==> config.mk <==
export PLATFORM = sky130hd
export DESIGN_NAME = traffic_ctrl_flat
export DESIGN_NICKNAME = d
export VERILOG_FILES = /design/src/rtl/traffic_pkg.sv /design/src/rtl/traffic_ctrl_if.sv /design/src/rtl/traffic_ctrl_req_latch.sv /design/src/rtl/traffic_ctrl.sv /design/src/flat_wrapper.sv
export SDC_FILE = /design/constraint.sdc
export NUM_CORES = 1
export LEC_CHECK = 0
export ABC_AREA = 1
export CAP_MARGIN = 20
export CORE_AREA = 2 2 39 41
export DETAILED_ROUTE_END_ITERATION = 6
export DIE_AREA = 0 0 41 43
export DONT_BUFFER_PORTS = 1
export GPL_ROUTABILITY_DRIVEN = 0
export GPL_TIMING_DRIVEN = 1
export PLACE_DENSITY = 0.7
export SYNTH_ARGS = -nofsm -noshare
export SYNTH_HDL_FRONTEND = slang
export SYNTH_SLANG_ARGS = --single-unit
==> constraint.sdc <==
create_clock -name i_clk -period 1.35 [get_ports i_clk]
set_clock_uncertainty 0.05 [all_clocks]
set_input_delay 0.135 -clock i_clk [delete_from_list [all_inputs] [get_ports i_clk]]
set_output_delay 0.135 -clock i_clk [all_outputs]
set_load 0.02 [all_outputs]
==> src/rtl/traffic_pkg.sv <==
// Shared types and constants for the traffic-light phase controller:
// state encoding, one-hot {R,Y,G} lamp codes, direction codes, lamp decoders.
package traffic_pkg;

  typedef enum logic [2:0] {
    ST_NS_GRN = 3'd0,
    ST_NS_YEL = 3'd1,
    ST_CLR    = 3'd2,
    ST_PED    = 3'd3,
    ST_EW_GRN = 3'd4,
    ST_EW_YEL = 3'd5
  } state_t;

  localparam logic [2:0] LAMP_R = 3'b100;
  localparam logic [2:0] LAMP_Y = 3'b010;
  localparam logic [2:0] LAMP_G = 3'b001;

  localparam logic DIR_NS = 1'b0;
  localparam logic DIR_EW = 1'b1;

  function automatic logic [2:0] ns_lamp(state_t s);
    unique case (s)
      ST_NS_GRN: ns_lamp = LAMP_G;
      ST_NS_YEL: ns_lamp = LAMP_Y;
      default:   ns_lamp = LAMP_R;
    endcase
  endfunction

  function automatic logic [2:0] ew_lamp(state_t s);
    unique case (s)
      ST_EW_GRN: ew_lamp = LAMP_G;
      ST_EW_YEL: ew_lamp = LAMP_Y;
      default:   ew_lamp = LAMP_R;
    endcase
  endfunction

endpackage

==> src/rtl/traffic_ctrl_if.sv <==
// Link between the CLK_P prescaler (master) and the phase controller (slave).
// tc_2/tc_10: held terminal-count levels; rst_q: restart of phase timing.
interface traffic_ctrl_if;
  logic tc_2;
  logic tc_10;
  logic rst_q;

  modport master (
    output tc_2,
    output tc_10,
    input  rst_q
  );

  modport slave (
    input  tc_2,
    input  tc_10,
    output rst_q
  );
endinterface

==> src/rtl/traffic_ctrl_req_latch.sv <==
// Sticky request flag: set by i_set, cleared by i_clr (clear wins).
// Ports: i_clk, i_rst_n (async active-low), i_set, i_clr, o_q.
module req_latch (
  input  logic i_clk,
  input  logic i_rst_n,
  input  logic i_set,
  input  logic i_clr,
  output logic o_q
);

  logic r_q;

  always_ff @(posedge i_clk or negedge i_rst_n) begin
    if (!i_rst_n)   r_q <= 1'b0;
    else if (i_clr) r_q <= 1'b0;
    else if (i_set) r_q <= 1'b1;
  end

  assign o_q = r_q;

endmodule

==> src/rtl/traffic_ctrl.sv <==
// Traffic-light phase controller; consumer of the CLK_P terminal counts.
// Ports: i_clk, i_rst_n, tmr (tc_2/tc_10 in, rst_q out), i_ew_sense,
// i_ped_req, o_ns_light, o_ew_light, o_walk, o_state.
module traffic_ctrl
  import traffic_pkg::*;
#(
  parameter bit NS_HOLD = 1'b1,
  parameter bit PED_EN  = 1'b1
) (
  input  logic                 i_clk,
  input  logic                 i_rst_n,
  traffic_ctrl_if.slave        tmr,
  input  logic                 i_ew_sense,
  input  logic                 i_ped_req,
  output logic [2:0]           o_ns_light,
  output logic [2:0]           o_ew_light,
  output logic                 o_walk,
  output logic [2:0]           o_state
);

  state_t     r_state;
  state_t     w_next;
  logic       r_dir;
  logic       w_dir;
  logic       r_rst_q;
  logic       w_enter;
  logic       w_ewp;
  logic       w_pedp;
  logic [2:0] r_ns;
  logic [2:0] r_ew;
  logic       r_walk;

  always_comb begin
    w_next = r_state;
    w_dir  = r_dir;
    // Terminal counts are stale during the restart cycle.
    unique case (r_state)
      ST_NS_GRN: begin
        if (!r_rst_q && tmr.tc_10 &&
            (!NS_HOLD || w_ewp || w_pedp))
          w_next = ST_NS_YEL;
      end
      ST_NS_YEL: begin
        if (!r_rst_q && tmr.tc_2) begin
          w_next = ST_CLR;
          w_dir  = DIR_EW;
        end
      end
      ST_CLR: begin
        if (!r_rst_q && tmr.tc_2) begin
          if (w_pedp)              w_next = ST_PED;
          else if (r_dir == DIR_EW) w_next = ST_EW_GRN;
          else                     w_next = ST_NS_GRN;
        end
      end
      ST_PED: begin
        if (!r_rst_q && tmr.tc_10)
          w_next = (r_dir == DIR_EW) ? ST_EW_GRN : ST_NS_GRN;
      end
      ST_EW_GRN: begin
        if (!r_rst_q && tmr.tc_10)
          w_next = ST_EW_YEL;
      end
      ST_EW_YEL: begin
        if (!r_rst_q && tmr.tc_2) begin
          w_next = ST_CLR;
          w_dir  = DIR_NS;
        end
      end
      default: begin
        // Corrupt state: fall back to all-red, then serve NS.
        w_next = ST_CLR;
        w_dir  = DIR_NS;
      end
    endcase
    w_enter = (w_next != r_state);
  end

  req_latch u_ew_pend (
    .i_clk   (i_clk),
    .i_rst_n (i_rst_n),
    .i_set   (i_ew_sense && (r_state != ST_EW_GRN)),
    .i_clr   (w_enter && (w_next == ST_EW_GRN)),
    .o_q     (w_ewp)
  );

  req_latch u_ped_pend (
    .i_clk   (i_clk),
    .i_rst_n (i_rst_n),
    .i_set   (PED_EN && i_ped_req && (r_state != ST_PED)),
    .i_clr   (w_enter && (w_next == ST_PED)),
    .o_q     (w_pedp)
  );

  always_ff @(posedge i_clk or negedge i_rst_n) begin
    if (!i_rst_n) begin
      r_state <= ST_NS_GRN;
      r_dir   <= DIR_EW;
      r_rst_q <= 1'b1;
      r_ns    <= LAMP_G;
      r_ew    <= LAMP_R;
      r_walk  <= 1'b0;
    end else begin
      r_state <= w_next;
      r_dir   <= w_dir;
      r_rst_q <= w_enter;
      r_ns    <= ns_lamp(w_next);
      r_ew    <= ew_lamp(w_next);
      r_walk  <= (w_next == ST_PED);
    end
  end

  assign tmr.rst_q  = r_rst_q;
  assign o_ns_light = r_ns;
  assign o_ew_light = r_ew;
  assign o_walk     = r_walk;
  assign o_state    = r_state;

endmodule

==> src/flat_wrapper.sv <==
// flat-port wrapper written by rule: the top's interface ports become plain ports
module traffic_ctrl_flat import traffic_pkg::*;
#(
  parameter bit NS_HOLD = 1'b1,
  parameter bit PED_EN  = 1'b1
)
  (i_clk, i_rst_n, i_ew_sense, i_ped_req, o_ns_light, o_ew_light, o_walk, o_state, tmr_tc_2, tmr_tc_10, tmr_rst_q);
  traffic_ctrl_if tmr_i ();
  input  logic i_clk;
  input  logic i_rst_n;
  input  logic i_ew_sense;
  input  logic i_ped_req;
  output logic [2:0] o_ns_light;
  output logic [2:0] o_ew_light;
  output logic o_walk;
  output logic [2:0] o_state;
  input wire logic [$bits(tmr_i.tc_2)-1:0] tmr_tc_2;
  input wire logic [$bits(tmr_i.tc_10)-1:0] tmr_tc_10;
  output wire logic [$bits(tmr_i.rst_q)-1:0] tmr_rst_q;
  assign tmr_i.tc_2 = tmr_tc_2;
  assign tmr_i.tc_10 = tmr_tc_10;
  assign tmr_rst_q = tmr_i.rst_q;
  traffic_ctrl #(.NS_HOLD(NS_HOLD), .PED_EN(PED_EN)) u_core (.i_clk(i_clk), .i_rst_n(i_rst_n), .tmr(tmr_i), .i_ew_sense(i_ew_sense), .i_ped_req(i_ped_req), .o_ns_light(o_ns_light), .o_ew_light(o_ew_light), .o_walk(o_walk), .o_state(o_state));
endmodule
==> results.sh, run 1 <==
export IMPL_outcome="finished with violations"
export IMPL_violations="setup timing"
export IMPL_ys_warn_count=0
export IMPL_nets=103
export IMPL_start_util=0.474
export IMPL_postRouteAntennaNets=0
export IMPL_finalHoldViolations=0
export IMPL_r2r_end="u_core.o_ns_light[1]"
export IMPL_crit_type="reg2reg"
export IMPL_die_w_um=41
export IMPL_drive_gt1_frac=0.417
export IMPL_worst_slack_ns=-0.00772
export IMPL_final_area_um2=863
export IMPL_gr_usage_all_layers=0.189
export IMPL_r2r_start="u_core.tmr.rst_q"
export IMPL_cts_tree="built"
export IMPL_reg2reg_depth=8
export IMPL_io_buffers=0
export IMPL_vias_per_cell=5.29
export IMPL_worstHoldEndpoint="u_core.r_dir"
export IMPL_ys_top_cells_by_area="dfrtp_1 38%, dfstp_2 16%, nand2_1 13%"
export IMPL_dr_total_vias=593
export IMPL_synth_top_area_share=0.382
export IMPL_worst_slew_pin_slew_ns=0.610
export IMPL_slew_violations=0
export IMPL_drt_wl_total_um=1490
export IMPL_period_needed_ns=1.36
export IMPL_start_kind="flip-flop"
export IMPL_drtIter0Drc=38
export IMPL_syn_nets=85
export IMPL_power_mw=2.16
export IMPL_endpoint_kind="flip-flop"
export IMPL_ioPinCount=17
export IMPL_ys_ff_latch=14
export IMPL_rows=14
export IMPL_drc=0
export IMPL_clkTransAtPathRegs_ns=0.09
export IMPL_root_buffer="clkbuf_4"
export IMPL_worstPathMaxFanout=4
export IMPL_clock_sinks=14
export IMPL_synth_area_um2=656
export IMPL_antenna_found_initial=0
export IMPL_clock_latency_ns=0.28
export IMPL_dpl_hpwl_um=1010
export IMPL_syn_inst=79
export IMPL_powerDensity_nw_per_um2=2500
export IMPL_cp_required_ns=1.52
export IMPL_fmax_mhz=737
export IMPL_htreeDepth=1
export IMPL_crit_arrival_ns=1.52
export IMPL_avgSynthCellArea_um2=8.30
export IMPL_firstDrtPassIters=4
export IMPL_overflow=0
export IMPL_core_area_um2=1380
export IMPL_grt_setup_unrepaired="yes"
export IMPL_grt_pass1_wl_um=2210
export IMPL_ys_types=17
export IMPL_num_antenna_cells=0
export IMPL_synth_largest_area_cell="dfrtp_1"
export IMPL_finalSetupViolCount=2
export IMPL_peakVddDrop_v=0.00124
export IMPL_die_h_um=43
export IMPL_grt_pass1_vias=541
export IMPL_holdCritPathClass="in2reg"
export IMPL_clock_path_buffers=2
export IMPL_cts_buffers=3
export IMPL_drt_wirelength_per_cell_um=13.3
export IMPL_placed_area_um2=723
export IMPL_fin_crit_sh=1.01
export IMPL_min_delay_start="tmr_tc_2"
export IMPL_slew_limit_headroom=0.592
export IMPL_ys_seq_area_frac=0.542
export IMPL_leakage_nw=0.435
export IMPL_die_area_um2=1760
export IMPL_syn_to_final_growth_pct=31.7
export IMPL_r2r_setup_slack_ns=-0.008
export IMPL_hold_depth=4
export IMPL_grt_max_degree=15
export IMPL_max_cap_viol_count=0
cells in the mapped netlist:
cell      instances
nand3b_1          1
nor2_2            6
nor2_1            7
dfrtp_1          10
nand3_1           6
a21oi_1           3
dfstp_2           4
inv_2             2
o211ai_1          1
a21boi_0          1
o21ai_0           1
o21bai_1          1
nand2_1          22
nand2_2           4
nor3_1            1
nand4_1           1
inv_1             8
worst max path at each step:
| stage | from | endpoint | slack [ns] |
|---|---|---|---|
| after floorplan | u_core.tmr.rst_q | u_core.o_ns_light[0] | 0.009 |
| after global placement | u_core.tmr.rst_q | u_core.o_ns_light[1] | -0.002 |
| after detailed placement | u_core.tmr.rst_q | u_core.o_ns_light[2] | -0.01 |
| after CTS | u_core.tmr.rst_q | u_core.o_ns_light[2] | 0.001 |
| after global routing | u_core.tmr.rst_q | u_core.o_ns_light[1] | -0.08 |
| final | u_core.tmr.rst_q | u_core.o_ns_light[1] | -0.008 |
metal layers:
layer,up-vias,track usage,part of all wire
met3,6,0.0524,0.077
met4,0,0.0800,0.024
met2,28,0.281,0.51
met5,-,0,0
li1,283,-,-
met1,276,0.250,0.39
critical path: stages, from the launching register on:
cell	delay, ns
dfstp_2	0.55
inv_2	0.05
nand2_4	0.07
nand2_1	0.06
nand2_1	0.06
nand3_1	0.14
nor2_4	0.18
nand2_1	0.06
nor2_1	0.08
state kept, by name, indices dropped and copies added, names as in the netlist:
| register | count |
|---|---|
| u_core.o_state | 3 |
| u_core.tmr.rst_q | 1 |
| u_core.u_ped_pend.o_q | 1 |
| u_core.u_ew_pend.o_q | 1 |
| u_core.r_dir | 1 |
| u_core.o_ew_light | 3 |
| u_core.o_walk | 1 |
| u_core.o_ns_light | 3 |
metrics by stage:
stage	setup slack (ns)	util	cells	hold slack (ns)	TNS [ns]
after floorplan	0.00918	-	79	-0.211	0
after global placement	-0.00201	0.523	101	-0.210	-0.00332
after global routing	-0.0758	0.624	112	0.0426	-0.304
final	-0.00772	0.624	112	0.0189	-0.00870
after detailed placement	-0.0144	0.523	101	-0.210	-0.0194
after CTS	0.00119	0.588	109	0.0109	0
placed cells by master (no fill, tap or decap):
master and instances:
dfstp_2 4, inv_1 6, nor2_2 5, clkbuf_8 1
nand4_1 1, nor2_1 6, nand2_1 18, dlygate4sd3_1 3
inv_4 1, a21oi_1 3, buf_4 9, buf_6 1
nand2_4 2, nand2_2 6, nor3_2 1, clkbuf_4 3
o21bai_1 1, o21ai_0 1, dfrtp_2 2, nand3b_1 1
nor2_4 2, a21boi_0 1, o211ai_1 1, dfrtp_1 8
inv_2 3, nand3_1 6
kinds of logic after synthesis:
kind of cell / synth area share
AND/OR/NAND/NOR: 0.336
flip-flops: 0.542
buffers and inverters: 0.0573
AO/OA/AOI/OAI: 0.0649
final cells by class:
type | count | area (um2)
fillers | 124 | 520
clock buffers | 4 | 36.3
multi-input cells | 55 | 300
repair buffers | 13 | 109
well taps | 16 | 20.0
flip-flops and latches | 14 | 358
inverters | 10 | 40.0
report_power, final:
| group | leakage (nW) | internal (mW) | switching, mW |
|---|---|---|---|
| registers | 0.163 | 0.617 | 0.187 |
| logic | 0.252 | 0.401 | 0.647 |
| clock network | 0.0210 | 0.164 | 0.139 |
| total | 0.435 | 1.18 | 0.972 |
repair_timing:
item                                   in CTS  in global routing
pin swaps                                   4                  5
hold buffers                                3                  0
buffers inserted                            1                  3
resized for setup                           4                 10
endpoints found under the hold margin      16                  0
setup endpoints to repair                   3                  7
(Power assumes the default switching activity.)
==> run 2: changes to the inputs <==
Settings changed: SETUP_SLACK_MARGIN from default to 0.2.
==> run 2 against run 1 <==
Against the previous run: the run now ends clean; final area fell by 1.2%; final cell count fell by 2.7%; first-iteration DRC count fell by 63%; critical path type unchanged; critical endpoint is now u_core.o_ns_light[2]; largest power group unchanged.
==> results.sh, run 2 (same netlist as run 1, synthesis figures left out) <==
export IMPL_finalHoldViolations=0
export IMPL_drt_wirelength_per_cell_um=12.4
export IMPL_cp_required_ns=1.47
export IMPL_io_buffers=0
export IMPL_start_util=0.474
export IMPL_drc=0
export IMPL_peakVddDrop_v=0.00125
export IMPL_busiest_layer="met2"
export IMPL_max_cap_viol_count=0
export IMPL_crit_type="reg2reg"
export IMPL_num_antenna_cells=0
export IMPL_crit_start="u_core.tmr.rst_q"
export IMPL_cts_buffers=3
export IMPL_worstPathMaxFanout=4
export IMPL_clock_latency_ns=0.27
export IMPL_htreeDepth=1
export IMPL_place_ws_ns=-0.0339
export IMPL_worstPathCellList="inv_2 -> nand2_2 -> inv_1 -> nand2_1 -> nand2_2 -> nand2_2 -> nand2_4 -> inv_4 -> nand2_1"
export IMPL_drt_wl_total_um=1350
export IMPL_vias_per_cell=5.30
export IMPL_mostFrequentLayoutCells="14 x nand2_1, 10 x nand2_2, 7 x nor2_1, 7 x dfrtp_1, 6 x inv_1"
export IMPL_r2r_end="u_core.o_ns_light[2]"
export IMPL_die_area_um2=1760
export IMPL_start_kind="flip-flop"
export IMPL_ioPinCount=17
export IMPL_dr_total_vias=578
export IMPL_syn_to_final_growth_pct=30.2
export IMPL_core_area_um2=1380
export IMPL_gr_usage_all_layers=0.185
export IMPL_clock_sinks=14
export IMPL_placed_area_um2=719
export IMPL_final_common_cell="nand2_1"
export IMPL_powerDensity_nw_per_um2=2450
export IMPL_crit_arrival_ns=1.43
export IMPL_nets=100
export IMPL_r2r_setup_slack_ns=0.04
export IMPL_reg2reg_depth=9
export IMPL_die_h_um=43
export IMPL_drive_gt1_frac=0.441
export IMPL_finalSetupViolCount=0
export IMPL_firstDrtPassIters=4
export IMPL_grt_pass1_vias=511
export IMPL_worst_slew_pin_slew_ns=0.605
export IMPL_rows=14
export IMPL_outcome="finished, final reports clean"
export IMPL_worstSetupEndpoint="u_core.o_ns_light[2]"
export IMPL_grtUsageMet1=0.255
export IMPL_power_mw=2.09
export IMPL_grt_pass1_wl_um=2170
export IMPL_final_area_um2=853
export IMPL_critPathMaxStageDelay_ns=0.55
export IMPL_crit_path_top_delay_cell="dfstp_2"
export IMPL_antenna_found_initial=0
export IMPL_leakage_nw=0.423
export IMPL_postRouteAntennaNets=0
export IMPL_die_w_um=41
export IMPL_setup_tns_ns=0
export IMPL_clkTransAtPathRegs_ns=0.08
export IMPL_dpl_hpwl_um=1000
export IMPL_fmax_mhz=762
export IMPL_cts_tree="built"
export IMPL_slew_limit_headroom=0.595
export IMPL_slew_violations=0
export IMPL_timing_hold_ws_ns=0.0215
export IMPL_clock_path_buffers=2
export IMPL_worst_slack_ns=0.0369
export IMPL_instances_no_fill=109
export IMPL_met2_usage=0.259
export IMPL_grt_max_degree=15
export IMPL_period_needed_ns=1.31
export IMPL_endpoint_kind="flip-flop"
export IMPL_grtUsageMet3=0.0471
export IMPL_dp_cells=100
export IMPL_drtIter0Drc=14
export IMPL_root_buffer="clkbuf_4"
export IMPL_r2r_start="u_core.tmr.rst_q"
export IMPL_overflow=0
export IMPL_grt_setup_unrepaired="yes"
export IMPL_fin_crit_sh=0.973
export IMPL_crit_top_cell="nand2_2"
export IMPL_fin_util=0.617
export IMPL_holdCritPathClass="in2reg"
==> run 2: critical path: cells and delay by family (launching register included) <==
kind,cells,cell delay [ns]
DFF,1,0.55
buffers and inverters,3,0.17
and+or+nand+nor,6,0.44
==> run 2: layer usage <==
metal  wire (um)  vias to the layer above
li1            -                      277
met5           0                        -
met2         668                       22
met3          82                        5
met4          31                        0
met1         571                      274
==> run 2: how the worst min path moves through the flow <==
stage	start	to	slack, ns	cells after the start
after detailed placement	i_rst_n	u_core.o_ns_light[1]	-0.21	0
final	tmr_tc_2	u_core.r_dir	0.02	4
after global routing	tmr_tc_2	u_core.r_dir	0.04	4
after global placement	i_rst_n	u_core.o_ns_light[1]	-0.21	0
after floorplan	i_rst_n	u_core.o_ew_light[0]	-0.21	0
after CTS	tmr_tc_2	u_core.r_dir	0.008	4
==> run 2: what timing repair did <==
item,4_1_cts,5_1_grt
setup buffers,1,1
cloned,0,0
setup endpoints to repair,14,14
endpoints found under the hold margin,16,0
pin swaps,6,7
hold buffers,3,0
resized for setup,13,6
==> run 2: layout make-up <==
class,instances,area [um2]
multi-input cells,55,318
well taps,16,20.0
repair buffers,10,90.1
fillers,130,531
clock buffers,4,26.3
inverters,10,40.0
flip-flops and latches,14,359
==> run 2: where the power goes <==
group          switching (mW)  internal [mW]
Sequential              0.196          0.619
Combinational           0.645          0.396
Clock                   0.121          0.114
==> run 3: changes to the inputs <==
Clock period 1.35 ns to 1.59 ns, I/O delays scaled along.
==> run 3 against run 2 <==
Against the previous run: hold slack lost 0.0057 ns; global-route usage grew 0.15 points; sequential power shrank 16%; critical path depth shrank 2; via count shrank 3.8%; clock-buffer cell count is the same; core utilization shrank 4.0 points; final cell count shrank 3.7%; clock power grew 8%; maximum frequency shrank 2.8%.
==> results.sh, run 3 (same netlist as run 1, synthesis figures left out) <==
export IMPL_outcome="finished, final reports clean"
export IMPL_crit_family="simple AND/OR/NAND/NOR gates"
export IMPL_postRouteAntennaNets=0
export IMPL_period_needed_ns=1.35
export IMPL_die_w_um=41
export IMPL_worstSetupEndpoint="u_core.o_ns_light[1]"
export IMPL_core_area_um2=1380
export IMPL_clock_latency_ns=0.27
export IMPL_io_buffers=0
export IMPL_worstPathMaxFanout=5
export IMPL_nets=96
export IMPL_peakVddDrop_v=0.00100
export IMPL_crit_type="reg2reg"
export IMPL_powerDensity_nw_per_um2=2170
export IMPL_mostFrequentLayoutCells="18 x nand2_1, 9 x dfrtp_1"
export IMPL_r2r_start="u_core.tmr.rst_q"
export IMPL_reg2reg_depth=7
export IMPL_internal_power_uw=932
export IMPL_antenna_found_initial=0
export IMPL_clkPwrFrac=0.147
export IMPL_finalHoldViolations=0
export IMPL_hold_depth=2
export IMPL_worst_slew_pin_slew_ns=0.624
export IMPL_crit_arrival_ns=1.47
export IMPL_slew_violations=0
export IMPL_endpoint_kind="flip-flop"
export IMPL_drt_wirelength_per_cell_um=13.2
export IMPL_power_mw=1.73
export IMPL_worstPathCellList="inv_2 -> nand2_4 -> nor2_1 -> nand2_1 -> nand4_1 -> nand2_1 -> nor2_1"
export IMPL_dpl_hpwl_um=1010
export IMPL_dr_total_vias=556
export IMPL_crit_path_top_delay_cell="dfstp_2"
export IMPL_max_cap_viol_count=0
export IMPL_start_util=0.474
export IMPL_cts_tree="built"
export IMPL_combinationalPowerShare=0.457
export IMPL_vias_per_cell=5.30
export IMPL_worst_path_buf_inv=1
export IMPL_leakage_nw=0.403
export IMPL_cts_buffers=3
export IMPL_clock_sinks=14
export IMPL_p_sw_frac=0.461
export IMPL_num_antenna_cells=0
export IMPL_clock_path_buffers=2
export IMPL_syn_to_final_growth_pct=21.8
export IMPL_r2r_setup_slack_ns=0.24
export IMPL_fin_util=0.577
export IMPL_crit_start="u_core.tmr.rst_q"
export IMPL_overflow=0
export IMPL_drc=0
export IMPL_dp_cells=99
export IMPL_firstDrtPassIters=4
export IMPL_finalSetupViolCount=0
export IMPL_grt_pass1_vias=505
export IMPL_drive_gt1_frac=0.371
export IMPL_htreeDepth=1
export IMPL_holdCritPathClass="in2reg"
export IMPL_fmax_mhz=740
export IMPL_clkTransAtPathRegs_ns=0.09
export IMPL_grt_max_degree=15
export IMPL_cp_required_ns=1.71
export IMPL_rows=14
export IMPL_die_area_um2=1760
export IMPL_switching_power_uw=797
export IMPL_root_buffer="clkbuf_4"
export IMPL_grt_setup_unrepaired="yes"
export IMPL_fin_crit_sh=0.850
export IMPL_ioPinCount=17
export IMPL_cp_depth=7
export IMPL_r2r_end="u_core.o_ns_light[1]"
export IMPL_final_common_cell="nand2_1"
export IMPL_critPathMaxStageDelay_ns=0.54
export IMPL_instances_no_fill=105
export IMPL_seqPwrFrac=0.396
export IMPL_grt_pass1_wl_um=2240
export IMPL_gr_usage_all_layers=0.187
export IMPL_die_h_um=43
export IMPL_setup_tns_ns=0
export IMPL_start_kind="flip-flop"
export IMPL_slew_limit_headroom=0.583
export IMPL_drtIter0Drc=16
export IMPL_drt_wl_total_um=1390
run 3: cell count changes in the layout (fill, tap and decap cells not counted), sizes merged:
cell         previous run  this run
buf                     7         5
dlygate4sd3             3         1
run 3: power by group through the flow:
stage | logic [mW] | registers (mW) | clock network, mW
global placement | 0.674 | 0.679 | 0
CTS | 0.716 | 0.675 | 0.260
detailed placement | 0.691 | 0.682 | 0
global route | 0.878 | 0.706 | 0.277
floorplan | 0.450 | 0.730 | 0
finish | 0.791 | 0.685 | 0.254
run 3: worst min path at each step:
stage / start / to / slack [ns]
after floorplan: i_rst_n / u_core.o_ew_light[0] / -0.19
after global placement: i_rst_n / u_core.u_ew_pend.o_q / -0.19
after detailed placement: i_rst_n / u_core.u_ew_pend.o_q / -0.19
after CTS: i_ped_req / u_core.u_ped_pend.o_q / 0.01
after global routing: i_ped_req / u_core.u_ped_pend.o_q / 0.01
final: i_ped_req / u_core.u_ped_pend.o_q / 0.02
run 3: timing repair:
item	in CTS	in global routing
resized for setup	2	11
endpoints found under the setup margin	3	7
pin swaps	1	6
endpoints found under the hold margin	14	0
hold buffers	1	0
gates cloned	0	0
setup buffers	0	1
run 3: layout make-up:
| class | instances | area [um2] |
|---|---|---|
| Clock buffer | 4 | 36.3 |
| Fill cell | 120 | 586 |
| Inverter | 10 | 37.5 |
| Multi-Input combinational cell | 55 | 300 |
| Sequential cell | 14 | 357 |
| Tap cell | 16 | 20.0 |
| Timing Repair Buffer | 6 | 47.5 |
run 3: layer usage:
| metal | up-vias | share of wire | GRT usage |
|---|---|---|---|
| met4 | 0 | 0 | 0.0400 |
| met1 | 272 | 0.42 | 0.255 |
| met2 | 14 | 0.52 | 0.288 |
| met5 | - | 0 | 0 |
| met3 | 0 | 0.056 | 0.0524 |
| li1 | 270 | - | - |
run 3: worst reg2reg max path, stage by stage (launching register included):
cell,delay (ns)
dfstp_2,0.54
inv_2,0.05
nand2_4,0.09
nor2_1,0.04
nand2_1,0.11
nand4_1,0.19
nand2_1,0.12
nor2_1,0.05
run 3: metrics by stage:
step | instance area (um2) | setup slack, ns | hold WS, ns
after floorplan | 656 | 0.227 | -0.187
after global placement | 706 | 0.197 | -0.186
after detailed placement | 706 | 0.176 | -0.186
after CTS | 757 | 0.201 | 0.0129
after global routing | 798 | 0.159 | 0.0140
final | 798 | 0.239 | 0.0158
